==> config.mk <==
export PLATFORM = sky130hd
export DESIGN_NAME = hazard_ctrl
export DESIGN_NICKNAME = d
export VERILOG_FILES = /design/src/rtl/hazard_ctrl.sv
export SDC_FILE = /design/constraint.sdc
export NUM_CORES = 1
export LEC_CHECK = 0
export ABC_CLOCK_PERIOD_IN_PS = 2800
export CORE_MARGIN = 4
export CORE_UTILIZATION = 42
export CTS_CLUSTER_SIZE = 30
export DETAILED_ROUTE_END_ITERATION = 7
export PLACE_DENSITY = 0.82
export SYNTH_ARGS = -nofsm -noshare
export SYNTH_HDL_FRONTEND = slang
export SYNTH_SLANG_ARGS = --single-unit
==> constraint.sdc <==
create_clock -name clk -period 2.8 [get_ports clk]
set_input_delay 0.28 -clock clk [delete_from_list [all_inputs] [get_ports clk]]
set_output_delay 0.28 -clock clk [all_outputs]
set_load 0.01 [all_outputs]
==> src/rtl/hazard_ctrl.sv <==
// rtl/hazard_ctrl.sv - PCPU pipeline hazard/sequencing controller (stall, flush, freeze)
// Optional event counters (stall_cnt/flush_cnt) enabled by defining PCPU_STALL_CNT_EN.
module hazard_ctrl #(
   parameter int FLUSH_CYCLES    = 2,
   parameter int LU_STALL_CYCLES = 1,
   parameter int CNT_W           = 3
) (
`ifdef PCPU_STALL_CNT_EN
   output logic [31:0] stall_cnt,
   output logic [31:0] flush_cnt,
`endif
   input  logic       clk,
   input  logic       rst,
   input  logic [4:0] id_rs,
   input  logic [4:0] id_rt,
   input  logic       id_uses_rt,
   input  logic       ex_MemRead,
   input  logic [4:0] ex_rt,
   input  logic       Brch,
   input  logic       Jmp,
   input  logic       imem_ready,
   input  logic       dmem_stall,
   output logic       PCWrite,
   output logic       IF_IDWrite,
   output logic       IF_Flush,
   output logic       ID_EX_Flush,
   output logic       EX_MEM_Write
);

   typedef enum logic [1:0] {RUN, FLUSH, LUSTALL, MWAIT} state_t;

   localparam logic [CNT_W-1:0] FLUSH_LOAD = CNT_W'(FLUSH_CYCLES - 2);
   localparam logic [CNT_W-1:0] LU_LOAD    = CNT_W'(LU_STALL_CYCLES - 2);

   state_t           state_q, state_d;
   state_t           resume_q, resume_d;
   state_t           eff_state;
   logic [CNT_W-1:0] cnt_q, cnt_d;
   logic             load_use;

   assign load_use = ex_MemRead && (ex_rt != 5'd0) &&
                     ((ex_rt == id_rs) || (id_uses_rt && (ex_rt == id_rt)));

   // Once the freeze lifts, MWAIT behaves exactly like the state it interrupted.
   assign eff_state = (state_q == MWAIT) ? resume_q : state_q;

   always_ff @(posedge clk) begin
      if (!rst) begin
         state_q  <= RUN;
         resume_q <= RUN;
         cnt_q    <= '0;
      end else begin
         state_q  <= state_d;
         resume_q <= resume_d;
         cnt_q    <= cnt_d;
      end
   end

   always_comb begin
      state_d  = eff_state;
      resume_d = resume_q;
      cnt_d    = cnt_q;
      if (dmem_stall) begin
         state_d  = MWAIT;
         resume_d = eff_state;
      end else begin
         case (eff_state)
            FLUSH, LUSTALL: begin
               if (cnt_q == '0) state_d = RUN;
               else             cnt_d   = cnt_q - CNT_W'(1);
            end
            default: begin
               if (Brch) begin
                  if (FLUSH_CYCLES > 1) begin
                     state_d = FLUSH;
                     cnt_d   = FLUSH_LOAD;
                  end
               end else if (load_use) begin
                  if (LU_STALL_CYCLES > 1) begin
                     state_d = LUSTALL;
                     cnt_d   = LU_LOAD;
                  end
               end
            end
         endcase
      end
   end

   always_comb begin
      PCWrite      = 1'b1;
      IF_IDWrite   = 1'b1;
      EX_MEM_Write = 1'b1;
      IF_Flush     = 1'b0;
      ID_EX_Flush  = 1'b0;
      if (!rst) begin
         PCWrite      = 1'b0;
         IF_IDWrite   = 1'b0;
         EX_MEM_Write = 1'b0;
         IF_Flush     = 1'b1;
         ID_EX_Flush  = 1'b1;
      end else if (dmem_stall) begin
         PCWrite      = 1'b0;
         IF_IDWrite   = 1'b0;
         EX_MEM_Write = 1'b0;
      end else begin
         case (eff_state)
            FLUSH: begin
               IF_Flush    = 1'b1;
               ID_EX_Flush = 1'b1;
            end
            LUSTALL: begin
               PCWrite     = 1'b0;
               IF_IDWrite  = 1'b0;
               ID_EX_Flush = 1'b1;
            end
            default: begin
               if (Brch) begin
                  IF_Flush    = 1'b1;
                  ID_EX_Flush = 1'b1;
               end else if (load_use) begin
                  PCWrite     = 1'b0;
                  IF_IDWrite  = 1'b0;
                  ID_EX_Flush = 1'b1;
               end else if (Jmp) begin
                  IF_Flush = 1'b1;
               end else if (!imem_ready) begin
                  PCWrite  = 1'b0;
                  IF_Flush = 1'b1;
               end
            end
         endcase
      end
   end

`ifdef PCPU_STALL_CNT_EN
   logic [31:0] stall_cnt_q, stall_cnt_d;
   logic [31:0] flush_cnt_q, flush_cnt_d;

   always_comb begin
      stall_cnt_d = stall_cnt_q;
      flush_cnt_d = flush_cnt_q;
      if (!rst) begin
         stall_cnt_d = '0;
         flush_cnt_d = '0;
      end else begin
         if (!PCWrite) stall_cnt_d = stall_cnt_q + 32'd1;
         if (IF_Flush) flush_cnt_d = flush_cnt_q + 32'd1;
      end
   end

   always_ff @(posedge clk) begin
      stall_cnt_q <= stall_cnt_d;
      flush_cnt_q <= flush_cnt_d;
   end

   assign stall_cnt = stall_cnt_q;
   assign flush_cnt = flush_cnt_q;
`endif

endmodule
# Yosys cells after proc, flatten, opt, wreduce, memory -nomap -nowiden
# Cells that the tools add are included.
# Widths: inputs -> output; s select.
[classes]
n_reduce_logical = 9
mux = 34
n_addsub = 1
eq_ne = 6
n_bitwise = 1
[ops]
columns = ["cell", "count"]
rows = [
  ["$mux 1", 23],
  ["$eq 5x5->1", 2],
  ["$mux 2", 5],
  ["$mux 3", 3],
  ["$pmux 1 s2", 3],
  ["$reduce_bool 5->1", 1],
  ["$eq 2x2->1 const B", 2],
  ["$logic_and 1x1->1", 3],
  ["$logic_not 3->1", 1],
  ["$reduce_and 3->1", 1],
  ["$sub 3x1->3 const B", 1],
  ["$eq 2x1->1 const B", 1],
  ["$ne 2x2->1 const B", 1],
  ["$reduce_bool 2->1", 1],
  ["$reduce_or 2->1", 1],
  ["$logic_or 1x1->1", 1],
  ["$not 1->1", 1],
]
[word_totals]
out_inout_bits = 5
regBits = 7
word_cells = 54
input_bits = 23

# Logic depth before layout (Yosys ltp)
# Gate-level depths: netlist of the first run.
[logic_depth]
ltp_word = 9
mapped_depth = 9
ltp_nobuf = 9

# Worst setup path before layout of the first run
# OpenSTA, ideal clock, no wires.
[synth_path]
path_kind = "register to output"
startpoint = "register state_q[0]"
endpoint = "output port IF_Flush"
path_stages_with_launch = 9
path_slack_ns = 0.919
t_arrival_ns = 1.601
required_ns = 2.520
path_buffers = 0
path_cell_list = "dfxtp_1 -> inv_1 -> o21a_1 -> inv_1 -> ha_1 -> inv_1 -> nor2_1 -> nand2_1 -> o311a_1"
[synth_between]
elab_chain_len = 6
elab_cells_between_ends = 7
classes_between = "3 x eq/ne; 4 x mux"
[synth_rtl]
columns = ["item", "line_no", "source"]
rows = [
  ["start, declared", "35", "state_t state_q, state_d;"],
  ["start signal, assigned", "53", "state_q <= state_d;"],
  ["$eq 2x2->1", "45", "assign eff_state = (state_q == MWAIT) ? resume_q : state_q;"],
  ["$mux 2 *", "45", ""],
  ["$eq 2x2->1 / $eq 2x1->1 (equally long branches)", "106", "case (eff_state)"],
  ["$pmux 1 s2 *", "106", ""],
  ["$mux 1 *", "101", "end else if (dmem_stall) begin"],
  ["$mux 1 *", "95", "if (!rst) begin"],
  ["end, declared", "25", "output logic IF_Flush,"],
]
# Every way passes the cells marked *; elsewhere a longest branch is shown, timed or not.

# Worst setup path after layout of the first run
[layout_path]
startpoint = "register resume_q[0]"
endpoint = "output port ID_EX_Flush"
[layout_between]
elab_chain_len = 6
elab_cells_between_ends = 7
classes_between = "2 x eq/ne; 4 x mux; 1 x reduce/logical"
[layout_rtl]
columns = ["item", "line_no", "source"]
rows = [
  ["start, declared", "36", "state_t resume_q, resume_d;"],
  ["start signal, assigned", "54", "resume_q <= resume_d;"],
  ["$mux 2 *", "45", ""],
  ["net eff_state[0]", "37", "state_t eff_state;"],
  ["$eq 2x2->1 / $eq 2x1->1 (equally long branches)", "106", ""],
  ["$reduce_or 2->1 (no source line) *", "--", ""],
  ["$mux 1 *", "106", ""],
  ["$mux 1 *", "101", ""],
  ["$mux 1 *", "95", ""],
  ["end, declared", "26", "output logic ID_EX_Flush,"],
]
# Mark *: on every way through the listed nets, which the timed path passes. The rest lies on a longest branch.

==> results of run 1 <==
[registers in the layout, indices dropped and copies added (netlist names)]
register	count
state_q	2
resume_q	2
cnt_q	3
[cells in the mapped netlist]
cell | n | share of area [%]
a21oi_1 | 9 | 7.6
a32oi_1 | 1 | 1.5
and2_1 | 3 | 3.2
buf_2 | 1 | 0.84
clkbuf_1 | 2 | 1.3
dfxtp_1 | 7 | 24
ha_1 | 3 | 6.3
inv_1 | 7 | 4.4
mux2i_1 | 3 | 5.1
nand2_1 | 2 | 1.3
nand4b_1 | 1 | 1.5
nor2_1 | 5 | 3.2
nor2b_1 | 4 | 4.2
nor3_1 | 4 | 3.4
nor4_2 | 1 | 2.1
o21a_1 | 3 | 3.8
o21ai_0 | 7 | 5.9
o21ai_1 | 1 | 0.84
o21ai_2 | 1 | 1.5
o22ai_1 | 1 | 1.1
o311a_1 | 1 | 1.7
or4_1 | 1 | 1.3
xnor2_1 | 1 | 1.5
xor2_1 | 9 | 13
[power breakdown]
group | internal, mW | switching (mW)
clock | 0.0546 | 0.0397
combinational | 0.0666 | 0.0537
sequential | 0.104 | 0.00165
total | 0.225 | 0.0951
[cells by family after synthesis]
group | synth area share (%)
compound gates | 23.79
xor+xnor | 14.74
fa+ha+maj | 6.316
buf+inv | 6.527
flops | 23.58
mux | 5.053
simple gates | 20.00
[worst max-delay path by stage]
stage,slack (ns),end,cells after the start
final,0.16,ID_EX_Flush,9
after global routing,0.005,IF_Flush,9
after CTS,0.03,IF_Flush,9
after detailed placement,0.19,PCWrite,6
after global placement,0.18,PCWrite,6
after floorplan,0.92,IF_Flush,8
[cell type report]
type                    count  area, um2  share of cell area [%]
inverters                   7      26.28                   2.857
flip-flops and latches      7      140.1                   15.24
well taps                  15      18.77                   2.041
multi-input cells          61      422.9                   45.99
clock buffers               4      26.28                   2.857
repair buffers             29      285.3                   31.02
[metrics by stage]
| stage | area (um2) | total power [mW] | util, % | cells | setup slack [ns] |
|---|---|---|---|---|---|
| 2_1_floorplan | 594.3 | 0.1623 | - | 78 | 0.9188 |
| 3_3_place_gp | 885.9 | 0.2222 | 67.24 | 119 | 0.1795 |
| 3_5_place_dp | 885.9 | 0.2238 | 67.24 | 119 | 0.1902 |
| 4_1_cts | 912.1 | 0.3171 | 69.23 | 123 | 0.03452 |
| 5_1_grt | 919.6 | 0.3410 | 69.80 | 123 | 0.004690 |
| 6_report | 919.6 | 0.3200 | 69.80 | 123 | 0.1582 |
[worst max-delay path: stages, from the launching register on]
cell and delay [ns]:
dfxtp_1 0.33, inv_1 0.04, a21oi_1 0.24, ha_1 0.36, inv_1 0.16, nor2_4 0.06
buf_4 0.14, o21a_1 0.10, o21ai_1 0.11, clkdlybuf4s50_1 0.55
[layer usage]
layer / vias up / GRT usage (%) / part of all wire, %
li1: 330 / - / -
met1: 271 / 20.62 / 46
met2: 16 / 27.58 / 49
met3: 0 / 6.324 / 4.6
met4: 0 / 1.754 / 0
met5: - / 0 / 0
[what timing repair did]
action,4_1_cts,5_1_grt
gates resized for setup,0,2
setup endpoints to repair,0,2
hold buffers,0,0
==> flow_summary.toml, run 1 <==
[hold_path]
hold_depth = 2
min_to = "resume_q[1]$_SDFFE_PN0P_"
hp-class = "register to register"
min-delay-start = "resume_q[1]$_SDFFE_PN0P_"

[layout]
syn2layout_area_growth_pct = 54.74
fin_nets = 135
final_cell_mix = "27 x clkdlybuf4s50_1, 9 x a21oi_1, 9 x xor2_1"
drive_gt1_share_pct = 7.407
n_fill_cell = 105
final_common_cell = "clkdlybuf4s50_1"
insertedDiodeCount = 0

[clock_network]
cts_max_path_buffers = 2
cts-buffers-inserted = 3
post_cts_buffers = 0
cts_tree = "yes"
htreeDepth = 1
clk_latency_ns = 0.26
path_clk_slew_ns = 0.05
cts_sinks = 7
cts_root_buffer = "clkbuf_4"

[logic_synthesis]
synth_seq_cells = 7
avgSynthCellArea_um2 = 7.619
synth_area_um2 = 594.3
synthDistinctLibCells = 24
synth_cells = 78
synth_nets = 104
yosys_warnings = 0
yosysSeqAreaShare_pct = 23.58

[grt]
gr-total-overflow = 0
grt_use_total_pct = 16.53
grt_pass1_vias = 620
grt_pass1_wl_mm = 2.518
grt_start_max_net_pins = 14
antenna_found_initial = 0

[die]
ioPinCount = 28
die_w_um = 45.62
core_um2 = 1318
rows = 13
die_y_um = 45.62
initial_core_util_pct = 45.11
dieArea_um2 = 2081

[sta]
setup_violations = 0
fmax_mhz = 378.5
finalCritPeriodShare_pct = 94.35
holdWs_ns = 0.5307
relSlewSlack_pct = 76.28
hold_viol_final = 0
fin_skew_ns = 0.006246
fin_setup_tns_ns = 0
final-max-slew-violation-count = 0
tightest_slew_ns = 0.3547
rsz0062_at_grt = "no"
min_period_ns = 2.642

[critical_path]
startpoint_type = "register"
r2r_slack_ns = 1.11
setup.worst_path.start = "resume_q[0]$_SDFFE_PN0P_"
worstSetupPathType = "register to output port"
end_kind = "output port"
required_ns = 2.52
r2r_cells = 8
crit_fanout = 7
worst_ep_arrival_time_ns = 2.36
r2r_end = "cnt_q[2]$_SDFFE_PN0P_"
r2r_start = "resume_q[0]$_SDFFE_PN0P_"

[detailed_routing]
vias = 617
drt_iter0_drc = 10
wl_per_cell_um = 12.61
drc = 0
viasPerCell = 5.016
wl_mm = 1.551
ant_nets = 0
first_pass_iters = 2

[place]
dp_hpwl_mm = 1.256
gp_congestion = 0.7597
port_buffers = 27

[status]
status = "completed"

[power_and_ir_drop]
power_density_nw_per_um2 = 347.9
ir_worst_vdd_mv = 0.2757
p_leak_nw = 0.3544

[flow_run]
max_cap_viol_count = 0
Note: power is estimated with default switching activity, not from simulation.
==> run 2: changes to the inputs <==
CORE_UTILIZATION = 45   (was 42)
CTS_BUF_LIST = sky130_fd_sc_hd__clkbuf_2 sky130_fd_sc_hd__clkbuf_4 sky130_fd_sc_hd__clkbuf_8   (was unset)
PLACE_DENSITY = 0.87   (was 0.82)
==> run 2 against run 1 <==
Clock power grew 7%. Sequential share of layout area barely moved. Combinational power about the same. Global-route usage grew 2.9 points. Critical path depth is 1 lower. Sequential power about the same. Final cell count is 0.81% lower. Clock-buffer cell count unchanged. Clock skew decreased by 0.0031 ns. Largest cell class unchanged.
==> flow_summary.toml, run 2 (synthesized netlist as in run 1, its figures left out) <==
[sta]
fin_skew_ns = 0.003172
fmax_mhz = 378.9
min_period_ns = 2.639
hold_viol_final = 0
setup_violations = 0
rsz0062_at_grt = "no"
fin_ws_ns = 0.1609
finalCritPeriodShare_pct = 94.25
relSlewSlack_pct = 74.39
tightest_slew_ns = 0.3830
final-max-slew-violation-count = 0
fin_setup_tns_ns = 0

[die]
die_y_um = 44.34
die_w_um = 44.34
initial_core_util_pct = 50.75
rows = 12
dieArea_um2 = 1966
ioPinCount = 28
core_um2 = 1171

[clock_network]
path_clk_slew_ns = 0.05
cts-buffers-inserted = 3
post_cts_buffers = 0
cts_tree = "yes"
postCtsResizedCells = 0
holdBufCountCts = 0
cts_max_path_buffers = 2
cts_sinks = 7
htreeDepth = 1
cts_root_buffer = "clkbuf_4"
clk_latency_ns = 0.26

[grt]
grt_start_max_net_pins = 14
antenna_found_initial = 0
grt_use_total_pct = 19.42
grt_pass1_vias = 626
grt_pass1_wl_mm = 2.718
gr-total-overflow = 0

[power_and_ir_drop]
pwr-share-comb_pct = 37.1
clockPowerShare_pct = 30.8
p_int_uw = 234.8
totalPowerFinal_uw = 327.8
ir_worst_vdd_mv = 0.3046
power_density_nw_per_um2 = 355.5
p_leak_nw = 0.3578
switching_share_pct = 28.37
p_sw_uw = 93.01
seqPwrFrac_pct = 32.2

[layout]
syn2layout_area_growth_pct = 55.16
layoutNonFillerInstCount = 122
final_util_pct = 78.74
final_common_cell = "clkdlybuf4s50_1"
insertedDiodeCount = 0
reg.largest.list = "cnt_q: 3 flops, resume_q: 2 flops, state_q: 2 flops"
largest-register = "cnt_q"
drive_gt1_share_pct = 8.333
fin_nets = 135
final_cell_mix = "27 x clkdlybuf4s50_1, 9 x a21oi_1, 9 x xor2_1"
largest_reg_flops = 3

[critical_path]
crit_fanout = 7
worst_ep_arrival_time_ns = 2.36
path_cells = "o21a_1, inv_1, ha_1, inv_1, nor2_4, nand2_1, o311a_1, clkdlybuf4s50_1"
crit_slowest_cell = "clkdlybuf4s50_1"
required_ns = 2.52
slowest_delay_ns = 0.48
startpoint_type = "register"
r2r_cells = 8
worstSetupPathType = "register to output port"
end_kind = "output port"
crit_top_cell = "inv_1"

[place]
port_buffers = 27
gp_congestion = 0.7308
dp_hpwl_mm = 1.351
dp_cells = 118
place_ws_ns = 0.1782

[detailed_routing]
drt_iter0_drc = 6
vias = 649
wl_mm = 1.707
drc = 0
first_pass_iters = 4
wl_per_cell_um = 13.99
viasPerCell = 5.320
ant_nets = 0

[hold_path]
hold_depth = 2
hp-class = "register to register"

[status]
status = "completed"

[flow_run]
max_cap_viol_count = 0
==> run 2: changes by cell type in the layout (fill, tap and decap cells not counted) <==
cell	previous run	this run
clkbuf_1	1	0
clkbuf_4	3	4
==> run 2: power by group through the flow <==
stage	registers, mW	clock network (mW)	logic, mW
floorplan	0.107	0	0.0552
global placement	0.107	0	0.115
detailed placement	0.107	0	0.117
CTS	0.105	0.106	0.118
global route	0.105	0.115	0.132
finish	0.105	0.101	0.121
==> run 2: layout make-up <==
class                      instances  area, um2
inverter                           7      26.28
fill                              87      249.0
tap                               14      17.52
timing repair buffer              29      285.3
clock buffer                       4      30.03
sequential                         7      140.1
multi-input combinational         61      422.9
==> run 2: worst max-delay path: cells and delay by family, from the launching register on <==
kind,cells,cell delay [ns]
compound gates,2,0.48
simple gates,2,0.23
buf+inv,3,0.66
flops,1,0.33
fa+ha+maj,1,0.41
==> run 2: layer usage <==
layer | share of wire [%] | GRT usage (%) | vias to the layer above
met5 | 0 | 0 | -
li1 | - | - | 333
met3 | 3.5 | 6.098 | 8
met4 | 3.5 | 13.86 | 0
met2 | 51 | 31.10 | 20
met1 | 42 | 21.50 | 288
==> run 2: final timing paths <==
| check | slack, ns | end | start |
|---|---|---|---|
| hold reg to reg | 0.52 | resume_q[0]$_SDFFE_PN0P_ | resume_q[0]$_SDFFE_PN0P_ |
| setup reg to reg | 1.06 | cnt_q[1]$_SDFFE_PN0P_ | resume_q[0]$_SDFFE_PN0P_ |
| setup / recovery | 0.16 | IF_Flush | resume_q[1]$_SDFFE_PN0P_ |
| hold / removal | 0.52 | resume_q[0]$_SDFFE_PN0P_ | resume_q[0]$_SDFFE_PN0P_ |
==> run 2: stage by stage <==
step                      hold WS (ns)  area, um2
after CTS                       0.5324      914.6
final                           0.5232      922.1
after detailed placement        0.5177      884.6
after global routing            0.5707      922.1
after global placement          0.4978      884.6
after floorplan                 0.4537      594.3
==> patch (flow settings as in run 1) <==
The parameter `CNT_W` goes from 3 to 6.
--- a/src/rtl/hazard_ctrl.sv
+++ b/src/rtl/hazard_ctrl.sv
@@ -3,7 +3,7 @@
 module hazard_ctrl #(
    parameter int FLUSH_CYCLES    = 2,
    parameter int LU_STALL_CYCLES = 1,
-   parameter int CNT_W           = 3
+   parameter int CNT_W           = 6
 ) (
 `ifdef PCPU_STALL_CNT_EN
    output logic [31:0] stall_cnt,
Check against the original RTL: same outputs for any inputs over 10 cycles, from zero or initial values and one cycle with rst low; that may be too few to reach the edited logic, so the function may still have changed.
==> patch against run 1 <==
Worst setup slack improved by 0.012 ns; utilization fell by 1.7 points; highest routed layer is now met4; synthesized cell count rose by 17%; wire length rose by 14%; clock power rose by 37%; area after synthesis rose by 20%; total power rose by 65%; cell area rose by 15%; critical path type is now primary input to output pin; register-to-register slack got worse by 0.46 ns; clock skew fell by 0.0039 ns; sequential cell count rose by 3; global-route usage fell by 0.40 points; critical path depth fell by 3.
==> patch: results <==
[status]
status = finished, final reports clean

[placed_design]
placedCellCount = 135
placed_cell_area_sq_mm = 0.001020
hpwl_mm = 1.485
gp_congestion = 0.8190
pre_cts_ws_ns = 0.07010

[synth]
synth.yosys.seq_area_share_pct = 28.02
synth.distinct_cells = 27
synthTopCellsByCount = nor2_1, dfxtp_1, xnor2_1
async_flop_share_pct = 0
syn_nets = 117
synth-seq-cells = 10
synthTopCellsByArea = dfxtp_1, xnor2_1, nor2_1, ha_1, xor2_1
synthCells = 91
synthesis.area_sq_um = 714.4
yosys_warnings = 0

[cells_and_area]
drive_gt1_share_pct = 8.943
nMultiInputCombCells = 74
fill_cells = 137
biggestRegsByFlops = cnt_q: 6 flops, resume_q: 2 flops, state_q: 2 flops
buf_share_pct = 27.83
signal_buffers = 30
clock_area_share_pct = 3.420
final-seq-area_sq_um = 200.2
inv_count = 5
multiInputGateArea_sq_um = 490.5
fin_nets = 150
multi_input_area_share_pct = 46.23

[routing]
dr.pass1.iters = 4
vias_per_cell = 5.072
wirelength_mm = 1.769
route.met3.wl_microns = 73
met1Wirelength_microns = 694
wl_per_cell_microns = 12.73
route.met2.wl_microns = 992
drtIter0Drc = 9
top_layer_used = met4

[sta]
fin_skew_ns = 0.002394
worst_slew_pin_slew_ns = 0.4708

[cts]
cts.path.max_buffers = 2
path_clk_slew_ns = 0.06
clock_latency_ns = 0.26

[global_routing]
antenna_found_initial = 0
grt_use_total_pct = 16.14
grt_pass1_vias = 691
grtUsageMet1_pct = 16.85
grt_max_degree = 9
grt_util_met3_pct = 3.976
grt_pass1_wl_mm = 3.056
grtUsageMet2_pct = 31.25

[power]
intPower_mw = 0.3559
power_frac_clock_pct = 24.5
leakagePower_nw = 0.4161
share_seq_of_total_power_pct = 34.2
max-vdd-ir-drop_uv = 389.1
netSwitchingFraction_pct = 32.60

[worst_setup_path]
worstPathMaxFanout = 3
arrival_ns = 2.35
-- patch: what timing repair did --
item	in CTS	in global routing
resized for setup	0	3
setup buffers	0	0
endpoints found under the setup margin	0	2
-- patch: path summary, 6_finish.rpt --
kind / to / from / slack [ns] / cells past startpoint
min: cnt_q[4] / cnt_q[4] / 0.52 / 2
min reg2reg: cnt_q[4] / cnt_q[4] / 0.52 / 2
max: IF_IDWrite / ex_rt[2] / 0.17 / 6
max reg2reg: cnt_q[4] / resume_q[0] / 0.65 / 9
-- patch: cells by family (layout without fill, tap and decap cells) --
group                    count (synthesis)  count (layout)  share of synthesized area, %
adder cells (fa/ha/maj)                  3               3                         5.255
AO/OA/AOI/OAI                           17              17                         16.11
multiplexers                             2               2                         2.802
AND/OR/NAND/NOR                         38              38                         26.97
buffers and inverters                    7              39                         3.678
flip-flops                              10              10                         28.02
XOR/XNOR                                14              14                         17.16
